`config.mk`:
```
export PLATFORM = sky130hd
export DESIGN_NAME = alu_result_disp
export DESIGN_NICKNAME = d
export VERILOG_FILES = /design/src/rtl/alu_result_disp.sv
export SDC_FILE = /design/constraint.sdc
export NUM_CORES = 1
export LEC_CHECK = 0
export ABC_AREA = 1
export CELL_PAD_IN_SITES_DETAIL_PLACEMENT = 0
export CELL_PAD_IN_SITES_GLOBAL_PLACEMENT = 1
export CORE_ASPECT_RATIO = 2
export CORE_MARGIN = 2
export CORE_UTILIZATION = 25
export CTS_CLUSTER_SIZE = 14
export DETAILED_ROUTE_END_ITERATION = 10
export DONT_BUFFER_PORTS = 1
export GPL_TIMING_DRIVEN = 0
export PLACE_DENSITY = 0.45
export SYNTH_ARGS = -nofsm -noshare
export SYNTH_HDL_FRONTEND = slang
export SYNTH_SLANG_ARGS = --single-unit
export TNS_END_PERCENT = 5
```
`constraint.sdc`:
```
create_clock -name clk -period 2 [get_ports clk]
set_input_delay 0.2 -clock clk [delete_from_list [all_inputs] [get_ports clk]]
set_output_delay 0.2 -clock clk [all_outputs]
set_load 0.03 [all_outputs]
```
`src/rtl/alu_result_disp.sv`:
```
// Four-digit 7-segment display for a captured 4-bit ALU result: value, sign/tens,
// carry and a blinking overflow flag, with a decimal point marking fresh results.
module alu_result_disp #(
   parameter int unsigned BLINK_DIV = 24,
   parameter int unsigned FRESH_CYC = 16
) (
   input  logic       clk,
   input  logic       rst_n,
   input  logic [3:0] res,
   input  logic       car,
   input  logic       of,
   input  logic       res_valid,
   input  logic       sgn,
   input  logic       hold,
   output logic [7:0] seg0,
   output logic [7:0] seg1,
   output logic [7:0] seg2,
   output logic [7:0] seg3,
   output logic       busy_fresh
);

   localparam int unsigned FW = $clog2(FRESH_CYC + 1);

   localparam logic [7:0] SEG_BLANK = 8'hFF;
   localparam logic [7:0] SEG_MINUS = 8'hFD;
   localparam logic [7:0] SEG_ONE   = 8'h9F;
   localparam logic [7:0] SEG_ZERO  = 8'h03;
   localparam logic [7:0] SEG_C     = 8'h63;
   localparam logic [7:0] SEG_O     = 8'h03;

   function automatic logic [7:0] digit(input logic [3:0] d);
      logic [7:0] code;
      case (d)
         4'd0:    code = 8'h03;
         4'd1:    code = 8'h9F;
         4'd2:    code = 8'h25;
         4'd3:    code = 8'h0D;
         4'd4:    code = 8'h99;
         4'd5:    code = 8'h49;
         4'd6:    code = 8'h41;
         4'd7:    code = 8'h1F;
         4'd8:    code = 8'h01;
         4'd9:    code = 8'h09;
         default: code = SEG_BLANK;
      endcase
      return code;
   endfunction

   logic [3:0]           res_h;
   logic                 car_h;
   logic                 of_h;
   logic                 sgn_h;
   logic [BLINK_DIV-1:0] blink_cnt;
   logic                 blink_ph;
   logic [FW-1:0]        fresh_cnt;

   logic       capture;
   logic [3:0] mag;
   logic [7:0] seg0_c;
   logic [7:0] seg1_c;
   logic [7:0] seg2_c;
   logic [7:0] seg3_c;
   logic       fresh_c;

   assign capture = res_valid & ~hold;

   // Held ALU result, captured on every valid cycle unless frozen by hold
   always_ff @(posedge clk or negedge rst_n) begin
      if (!rst_n) begin
         res_h <= 4'd0;
         car_h <= 1'b0;
         of_h  <= 1'b0;
         sgn_h <= 1'b0;
      end else if (capture) begin
         res_h <= res;
         car_h <= car;
         of_h  <= of;
         sgn_h <= sgn;
      end
   end

   // Free-running blink prescaler; phase flips each time the counter wraps
   always_ff @(posedge clk or negedge rst_n) begin
      if (!rst_n) begin
         blink_cnt <= '0;
         blink_ph  <= 1'b0;
      end else begin
         blink_cnt <= blink_cnt + BLINK_DIV'(1);
         if (&blink_cnt) blink_ph <= ~blink_ph;
      end
   end

   // Fresh window: reload on capture (no accumulation), else count down to zero
   always_ff @(posedge clk or negedge rst_n) begin
      if (!rst_n) begin
         fresh_cnt <= '0;
      end else if (capture) begin
         fresh_cnt <= FW'(FRESH_CYC);
      end else if (fresh_cnt != '0) begin
         fresh_cnt <= fresh_cnt - FW'(1);
      end
   end

   // Decode held state into segment codes
   always_comb begin
      mag     = res_h;
      seg1_c  = SEG_BLANK;
      fresh_c = (fresh_cnt != '0);
      if (sgn_h) begin
         if (res_h[3]) begin
            seg1_c = SEG_MINUS;
            mag    = 4'd0 - res_h;
         end
      end else if (res_h >= 4'd10) begin
         seg1_c = SEG_ONE;
         mag    = res_h - 4'd10;
      end
      seg0_c = digit(mag);
      if (fresh_c) seg0_c[0] = 1'b0;
      seg2_c = car_h ? SEG_C : SEG_BLANK;
      seg3_c = (of_h && blink_ph) ? SEG_O : SEG_BLANK;
   end

   always_ff @(posedge clk or negedge rst_n) begin
      if (!rst_n) begin
         seg0       <= SEG_ZERO;
         seg1       <= SEG_BLANK;
         seg2       <= SEG_BLANK;
         seg3       <= SEG_BLANK;
         busy_fresh <= 1'b0;
      end else begin
         seg0       <= seg0_c;
         seg1       <= seg1_c;
         seg2       <= seg2_c;
         seg3       <= seg3_c;
         busy_fresh <= fresh_c;
      end
   end

endmodule

```
==> run_results.csv <==
group,metric,value,unit
detailed_routing,dr.first_iter.drc_count,64,
worst_setup_path,crit_buf_inv,3,
placement,postPlaceCellArea,0.00278,mm^2
synthesis,yosysMostFrequentCell,"nand2_1",
clock_network,clk_path_buf_depth,2,
worst_setup_path,critical_path_peak_fanout,7,
synthesis,synth_edf_count,0,
finish,multiInputGateArea,0.00109,mm^2
synthesis,syn_inst,296,
sta,fmax,537,MHz
global_routing,grt_pass1_vias,1774,
global_routing,grt-ovfl-total,0,
worst_setup_path,cp_cell_sequence,"inv_1 -> ha_1 -> nand3_1 -> o21ai_0 -> inv_1 -> nand2_2 -> ha_1 -> inv_1 -> a21oi_1 -> nand2_1 -> nand2_1",
clock_network,cts_made_buffers,5,
synthesis,syn-cell-area,0.00257,mm^2
synthesis,synth.top_cell.area_share,42.8,%
sta,whs,15.7,ps
clock_network,cts.sinks,50,
clock_network,cts_setup_buffers,0,
worst_setup_path,slowest_delay,380,ps
job,maxCapViolCount,0,
die,start_util,25.5,%
global_routing,grt_max_degree,51,
finish,drive_gt1_share,18.4,%
sta,timing.final.crit_period,1860,ps
worst_setup_path,cpMaxStageDelayCell,"dfrtp_1",
worst_setup_path,critPathKind,"flop to flop",
detailed_routing,ant_nets,0,
synthesis,synth_ff_type,"dfrtp_1",
outcome,outcome,"completed",
detailed_routing,drc,0,
synthesis,synth_area_leaders,"dfrtp_1 43%, nand2_1 11%, dfstp_2 6.1%, buf_4 5.8%, nor2_1 4.5%",
power,power.total,2.78,mW
worst_setup_path,end_kind,"flop",
detailed_routing,routed_wl,5810,um
die,die-area,0.0112,mm^2
finish,finalNetCount,334,
die,dieHeight,148,um
synthesis,ys_types,25,
power,peakVddDrop,0.402,mV
power,p_per_area,936,mW/mm^2
synthesis,synth_commonest_cells,"78 x nand2_1, 44 x dfrtp_1, 31 x nor2_1",
detailed_routing,avgViaCountPerCell,4.02,
worst_setup_path,arrival,2090,ps
synthesis,ys_seq_area_share,48.9,%
sta,hold_viol,0,
sta,relSlewSlack,61.3,%
sta,setup_tns,0,ps
worst_setup_path,path_delay_family,"adder cells",
finish,antenna_cells,0,
detailed_routing,wire_per_inst,12.9,um
worst_setup_path,cp.required,2230,ps
global_routing,antenna_found_initial,0,
placement,gp_congestion,0.726,
finish,finish.instance_area,0.00297,mm^2
placement,hpwl,4480,um
detailed_routing,first_pass_iters,4,
finish,syn2layout_area_growth,15.5,%
finish,finalNonFillerCells,451,
clock_network,clk_latency,300,ps
power,p_leak,1.37,nW
die,die_w,75.8,um
clock_network,cts_tree,"done",
placement,io_buffers,0,
sta,tightest_slew,579,ps
synthesis,yosys_warnings,0,
die,std_cell_rows,52,
clock_network,htreeDepth,2,
synthesis,synthArstFlopShare,100,%
synthesis,avgSynthCellArea,8.70,um^2
sta,post-route-period-util,93.1,%
worst_setup_path,critPathLaunchType,"flop",
global_routing,grt.total_usage,11.6,%
clock_network,clk_pin_slew,80,ps
sta,rsz0062_at_grt,"false",
placement,placed_cells,441,
detailed_routing,vias,1813,
global_routing,grt_pass1_wl,9450,um
hold_path,hold_class,"primary input to flop",
clock_network,cts_root_buf,"clkbuf_16",
sta,slew_violations,0,
synthesis,yosysTopAreaCell,"dfrtp_1",
synthesis,ys_ff_latch,50,
sta,fin_skew,11.2,ps
worst_setup_path,crit_top_cell,"inv_1",
die,ios,44,
sta,finalSetupViolCount,0,
finish,seqCellArea,0.00126,mm^2
die,core,0.0101,mm^2
finish,fillers,1088,
-- report_power, final --
| part | internal [mW] | switching (mW) | leakage (nW) |
|---|---|---|---|
| registers | 1.16 | 0.238 | 0.626 |
| logic | 0.177 | 0.305 | 0.665 |
| clock network | 0.480 | 0.418 | 0.0763 |
-- logic make-up (layout without fill, tap and decap cells) --
kind of cell               count (synthesis)  in the layout  synth area share, %
AOI/OAI and AO/OA                         14             14                 2.82
xor gates and xnor gates                  19             19                 6.46
adders and majority gates                  8              8                 3.89
buffers and inverters                     49             59                 10.1
DFF                                       50             50                 48.9
other                                      1             11                0.146
and+or+nand+nor                          155            155                 27.7
-- cells in the final DEF (no fill, tap or decap), drive strengths merged, types with 6 or more instances in the layout --
master | synthesis | layout
dfstp | 6 | 6
nor2 | 38 | 38
xnor2 | 8 | 8
nor3 | 7 | 7
nand2 | 84 | 84
ha | 8 | 8
dfrtp | 44 | 44
conb | 1 | 11
inv | 28 | 30
nand3b | 6 | 6
buf | 21 | 22
nand3 | 15 | 15
xor2 | 11 | 11
o21ai | 11 | 11
-- registers in the layout (all words and copies together), names as in the netlist --
register    cells
busy_fresh      1
res_h           4
seg0            8
seg1            2
sgn_h           1
blink_ph        1
of_h            1
seg2            1
seg3            1
fresh_cnt       5
car_h           1
blink_cnt      24
-- path summary, 6_finish.rpt --
| path | start | endpoint | slack (ps) | depth (start not counted) |
|---|---|---|---|---|
| worst max-delay path | res_h[1] | seg0[4] | 140 | 11 |
| worst min-delay path | of | of_h | 20 | 2 |
| worst max register to register | res_h[1] | seg0[4] | 140 | 11 |
| worst min register to register | car_h | seg2[4] | 370 | 1 |
| max in group asynchronous | rst_n | seg1[5] | 1300 | 2 |
| min in group asynchronous | rst_n | blink_cnt[5] | 410 | 2 |
-- final cells by class --
cell class | instances | area share, %
flip-flops and latches | 50 | 42.4
multi-input cells | 207 | 36.8
well taps | 135 | 5.68
plain buffers | 21 | 5.22
clock buffers | 5 | 4.21
inverters | 28 | 3.53
repair buffers | 2 | 1.26
clock inverters | 3 | 0.968
-- stage by stage --
step	utilization, %	setup WS [ps]
2_1_floorplan	-	306
3_3_place_gp	27.6	74.7
3_5_place_dp	27.6	53.3
4_1_cts	29.5	29.7
5_1_grt	29.5	1.68
6_report	29.5	138
-- layer usage --
layer	GRT usage (%)	routed length, um
met1	11.9	2100
met2	21.7	3420
met3	1.91	170
met4	4.74	119
met5	0	0
-- timing repair --
item                                    4_1_cts  5_1_grt
endpoints found under the setup margin        0        2
hold buffers                                  2        0
hold endpoints to repair                     50        0
resized for setup                             0        2
(Power assumes the default switching activity.)
